==> src/rtl/ts4231_cfg_scheduler.sv <==
// Serialises TS4231 init-engine configuration: start one sensor at a time, wait for done
// with a timeout, verify the readback word, retry, and publish sticky per-sensor ok/fail.
module ts4231_cfg_scheduler #(
  parameter int          NUM_SENSORS    = 4,
  parameter logic [14:0] EXPECTED_CFG   = 15'h392B,
  parameter int          TIMEOUT_CYCLES = 4_800_000,
  parameter int          MAX_RETRIES    = 3
) (
  input  logic                     clock,
  input  logic                     reset,
  input  logic                     enable,
  input  logic                     rescan,
  output logic [NUM_SENSORS-1:0]   start_cfg,
  input  logic [NUM_SENSORS-1:0]   cfg_done,
  input  logic [15*NUM_SENSORS-1:0] cfg_data_reply,
  output logic [NUM_SENSORS-1:0]   sensor_ok,
  output logic [NUM_SENSORS-1:0]   sensor_fail,
  output logic [3:0]               active_idx,
  output logic                     busy,
  output logic                     pass_done
);

  localparam int TW = $clog2(TIMEOUT_CYCLES) + 1;
  localparam int RW = (MAX_RETRIES > 0) ? $clog2(MAX_RETRIES + 1) : 1;
  localparam logic [TW-1:0] TMO_LAST  = TW'(TIMEOUT_CYCLES - 1);
  localparam logic [RW-1:0] RETRY_MAX = RW'(MAX_RETRIES);
  localparam logic [3:0]    IDX_LAST  = 4'(NUM_SENSORS - 1);

  typedef enum logic [2:0] {IDLE, START, ARM, WAIT, CHECK, ADVANCE, FINISH} state_t;

  state_t                 state, state_nxt;
  logic [3:0]             idx;
  logic [RW-1:0]          retry;
  logic [TW-1:0]          tcnt;
  logic [NUM_SENSORS-1:0] sel;
  logic                   done_sel;
  logic [14:0]            reply_sel;
  logic                   timeout, attempt_bad;
  logic                   clr_status, set_ok, set_fail, retry_inc, idx_inc;

  // Decode the served sensor with constant indices so narrow buses never see a 4-bit index.
  always_comb begin
    sel       = '0;
    done_sel  = 1'b0;
    reply_sel = '0;
    for (int i = 0; i < NUM_SENSORS; i++) begin
      if (idx == 4'(i)) begin
        sel[i]    = 1'b1;
        done_sel  = cfg_done[i];
        reply_sel = cfg_data_reply[15*i +: 15];
      end
    end
  end

  assign timeout = (tcnt == TMO_LAST);

  always_comb begin
    state_nxt   = state;
    attempt_bad = 1'b0;
    clr_status  = 1'b0;
    set_ok      = 1'b0;
    set_fail    = 1'b0;
    retry_inc   = 1'b0;
    idx_inc     = 1'b0;
    case (state)
      IDLE: begin
        if (enable && rescan) begin
          clr_status = 1'b1;
          state_nxt  = START;
        end
      end
      START: state_nxt = ARM;
      ARM: begin
        if (!done_sel)    state_nxt = WAIT;
        else if (timeout) attempt_bad = 1'b1;
      end
      WAIT: begin
        // A done rising on the expiry cycle still counts as a completed attempt.
        if (done_sel)     state_nxt = CHECK;
        else if (timeout) attempt_bad = 1'b1;
      end
      CHECK: begin
        if (reply_sel == EXPECTED_CFG) begin
          set_ok    = 1'b1;
          state_nxt = ADVANCE;
        end else begin
          attempt_bad = 1'b1;
        end
      end
      ADVANCE: begin
        if (idx == IDX_LAST) begin
          state_nxt = FINISH;
        end else begin
          idx_inc   = 1'b1;
          state_nxt = START;
        end
      end
      FINISH:  state_nxt = IDLE;
      default: state_nxt = IDLE;
    endcase

    if (attempt_bad) begin
      if (retry < RETRY_MAX) begin
        retry_inc = 1'b1;
        state_nxt = START;
      end else begin
        set_fail  = 1'b1;
        state_nxt = ADVANCE;
      end
    end

    // Abort leaves undecided sensors untouched, including the one being checked.
    if (state != IDLE && !enable) begin
      state_nxt = IDLE;
      set_ok    = 1'b0;
      set_fail  = 1'b0;
      retry_inc = 1'b0;
      idx_inc   = 1'b0;
    end
  end

  always_ff @(posedge clock) begin
    if (reset) begin
      state       <= IDLE;
      idx         <= '0;
      retry       <= '0;
      tcnt        <= '0;
      sensor_ok   <= '0;
      sensor_fail <= '0;
    end else begin
      state <= state_nxt;
      if (clr_status) begin
        sensor_ok   <= '0;
        sensor_fail <= '0;
        idx         <= '0;
        retry       <= '0;
      end
      if (set_ok)    sensor_ok   <= sensor_ok | sel;
      if (set_fail)  sensor_fail <= sensor_fail | sel;
      if (retry_inc) retry <= retry + RW'(1);
      if (idx_inc) begin
        idx   <= idx + 4'd1;
        retry <= '0;
      end
      if (state == START)
        tcnt <= '0;
      else if ((state == ARM || state == WAIT) && tcnt != '1)
        tcnt <= tcnt + TW'(1);
    end
  end

  assign start_cfg  = (state == START) ? sel : '0;
  assign busy       = (state != IDLE) && (state != FINISH);
  assign pass_done  = (state == FINISH);
  assign active_idx = busy ? idx : 4'd0;

endmodule

==> config.mk <==
export PLATFORM = sky130hd
export DESIGN_NAME = ts4231_cfg_scheduler
export DESIGN_NICKNAME = d
export VERILOG_FILES = /design/src/rtl/ts4231_cfg_scheduler.sv
export SDC_FILE = /design/constraint.sdc
export NUM_CORES = 1
export LEC_CHECK = 0
export ABC_CLOCK_PERIOD_IN_PS = 4050
export CORE_MARGIN = 4
export CORE_UTILIZATION = 45
export CTS_CLUSTER_DIAMETER = 200
export DETAILED_ROUTE_END_ITERATION = 12
export PLACE_DENSITY = 0.78
export SLEW_MARGIN = 20
export SYNTH_ARGS = -nofsm -noshare
export SYNTH_HDL_FRONTEND = slang
export SYNTH_SLANG_ARGS = --single-unit
==> constraint.sdc <==
create_clock -name clock -period 4.05 [get_ports clock]
set_input_delay 0.6075 -clock clock [delete_from_list [all_inputs] [get_ports clock]]
set_output_delay 0.6075 -clock clock [all_outputs]
set_load 0.005 [all_outputs]
==> flow_metrics.tcl <==
set metrics [dict create \
    gp_congestion 0.854 \
    yosysSeqAreaShare_pct 33.5 \
    first_global_vias 2344 \
    cts_tree "built" \
    dominantRegCellSynth "dfxtp_1" \
    post-route-period-util_pct 74.0 \
    syn_area_per_cell_um2 8.55 \
    arrival_ps 2390 \
    io_pins 86 \
    row_count 26 \
    hp-class "reg -> reg" \
    h-tree-depth 2 \
    track_usage_pct 21.6 \
    setup_viol 0 \
    numCtsBuffers 5 \
    ys_ff_latch 41 \
    drt_pass1_iterations 4 \
    utilization_pct 67.2 \
    final.min_clock_period_ps 3000 \
    synth_cell_type_count 56 \
    numPortBuffers 85 \
    relSlewSlack_pct 40.5 \
    cellPowerDensity_nw_per_um2 264 \
    peakVddDrop_mv 0.225 \
    worstSkewPairLatency_ps 300 \
    tightest_slew_ps 892 \
    slew_violations 0 \
    power.leakage_nw 1.20 \
    layout-drive-gt1-share_pct 8.06 \
    cts_root_buffer "clkbuf_8" \
    start_util_pct 47.1 \
    finalWorstSetupSlack_ps 1050 \
    synth_cells 287 \
    antenna_found_initial 0 \
    tns_ps 0 \
    num_vias 2390 \
    fin_skew_ps 3.69 \
    wl_per_cell_um 15.3 \
    fp.dieW_um 81.8 \
    highest_layer "met4" \
    ys_warn_count 0 \
    worst-endpoint-required_ps 3440 \
    drc_errors 0 \
    ant_nets 0 \
    outcome "finished, final reports clean" \
    grt_max_degree 25 \
    grt_pass1_wl_mm 11.1 \
    cts_sinks 41 \
    async_flop_share_pct 0 \
    post-dp-hpwl_mm 5.40 \
    met3_length_um 283 \
    diodes 0 \
    post_cts_buffers 0 \
    die_area_um2 6700 \
    syn-num-nets 361 \
    layout-area-overhead-vs-synth_pct 42.6 \
    synth_edf_count 0 \
    rsz0062_at_grt "false" \
    fmax_ghz 0.334 \
    drt_iter0_drc 155 \
    netlist_area_um2 2450 \
    vias_per_cell 5.41 \
    ctsHoldBuffers 0 \
    cp_max_fo 13 \
    clk_pin_slew_ps 80 \
    dp_slack_ps 1190 \
    start_kind "flop" \
    cts_resized 0 \
    final_nets 445 \
    core_area_um2 5200 \
    grt_overflow 0 \
    cp-end-kind "output pin" \
    max-clock-path-buffers 2 \
    hold_viol_final 0 \
    die_h_um 81.8 \
    drt-met1-wl_mm 3.12 \
    drt-total-wl_mm 6.76 \
    cap_violations 0 \
    route.met2.wl_mm 3.28 \
    worstSetupPathType "reg -> out" \
]
-- synthesized netlist by cell type, types with 2 or more instances --
cell type | instances | area [um^2]
or4b_1 | 2 | 20.0
a32oi_1 | 3 | 26.3
nor2_1 | 50 | 188
nor4bb_1 | 7 | 70.1
nor3_2 | 2 | 20.0
clkbuf_1 | 7 | 26.3
o21ai_0 | 3 | 15.0
nor4_4 | 2 | 42.5
inv_1 | 6 | 22.5
and4_4 | 3 | 33.8
and3_1 | 3 | 18.8
nand4b_1 | 2 | 17.5
nand4_1 | 10 | 62.6
dfxtp_1 | 41 | 821
nor2b_1 | 6 | 37.5
nand2b_1 | 3 | 18.8
nand2_1 | 27 | 101
nand3_2 | 3 | 30.0
and2_1 | 3 | 18.8
a211oi_1 | 4 | 30.0
ha_1 | 6 | 75.1
xnor2_1 | 6 | 52.6
nand4bb_1 | 2 | 22.5
a32o_1 | 4 | 40.0
a21oi_1 | 10 | 50.1
nor3_1 | 4 | 20.0
xor2_1 | 18 | 158
o22ai_1 | 2 | 12.5
or3_1 | 2 | 12.5
nor4_2 | 2 | 25.0
and2_2 | 2 | 15.0
nor3b_1 | 2 | 15.0
and4_1 | 2 | 17.5
nand3_1 | 14 | 70.1
mux2i_1 | 3 | 30.0
-- final cells by class --
class,count,area (um^2)
Fill cell,438,1710
Clock buffer,5,68.8
Tap cell,70,87.6
Sequential cell,41,821
Multi-Input combinational cell,231,1580
Clock inverter,3,65.1
Timing Repair Buffer,86,858
Inverter,6,22.5
-- power breakdown --
part	total [mW]	internal [mW]	switching, mW	leakage (nW)
sequential	0.410	0.405	0.00521	0.330
combinational	0.120	0.0778	0.0426	0.805
clock	0.392	0.245	0.147	0.0681
-- critical path, cell delays in order, from the launching register on --
cell and delay (ps):
dfxtp_1 380, nor2_1 670, nand2_1 350, nor2_1 160, clkdlybuf4s50_1 530
-- per-stage QoR --
step	instance area [um^2]	hold slack (ps)	std cells	power [mW]
2_1_floorplan	2450	450	287	0.460
3_3_place_gp	3360	463	434	0.538
3_5_place_dp	3360	459	434	0.539
4_1_cts	3500	486	442	0.926
5_1_grt	3500	505	442	0.951
6_report	3500	479	442	0.922
-- layout by cell type, fill, tap and decap left out, drive strengths merged, types with 6 or more instances in the layout --
cell type	netlist	routed
clkdlybuf4s50	0	85
nor2	50	50
dfxtp	41	41
nand2	27	27
xor2	18	18
nand3	18	18
nand4	11	11
a21oi	11	11
nor4bb	7	7
inv	6	6
nor2b	6	6
xnor2	6	6
ha	6	6
nor3	6	6
-- sequential cells by signal (all words and copies together) (netlist names) --
register and flops:
state 3, idx 4, tcnt 24, sensor_ok 4, sensor_fail 4, retry 2
-- cells by family (layout without fill, tap and decap cells) --
logic type	Yosys count	after routing	synth area share, %
multiplexers	3	3	1.22
buffers and inverters	15	100	2.35
AO/OA/AOI/OAI	38	38	12.1
flip-flops	41	41	33.5
adder cells (fa/ha/maj)	6	6	3.06
XOR/XNOR	24	24	8.57
AND/OR/NAND/NOR	160	160	39.2
-- per-layer routing --
layer  track usage, %  vias up
met3             5.15       12
met2             35.9       45
met5                0        -
met1             28.4     1124
li1                 -     1209
met4             4.49        0
-- worst paths after layout --
| kind | cells past startpoint | to | slack [ps] | from |
|---|---|---|---|---|
| setup / recovery | 4 | start_cfg[3] | 1050 | idx[2]$_SDFFE_PP0P_ |
| hold / removal | 1 | sensor_fail[3]$_SDFFE_PP0P_ | 480 | sensor_fail[3]$_SDFFE_PP0P_ |
| setup reg to reg | 7 | sensor_fail[1]$_SDFFE_PP0P_ | 1440 | idx[2]$_SDFFE_PP0P_ |
| hold reg to reg | 1 | sensor_fail[3]$_SDFFE_PP0P_ | 480 | sensor_fail[3]$_SDFFE_PP0P_ |
Note: power is estimated with default switching activity, not from simulation.
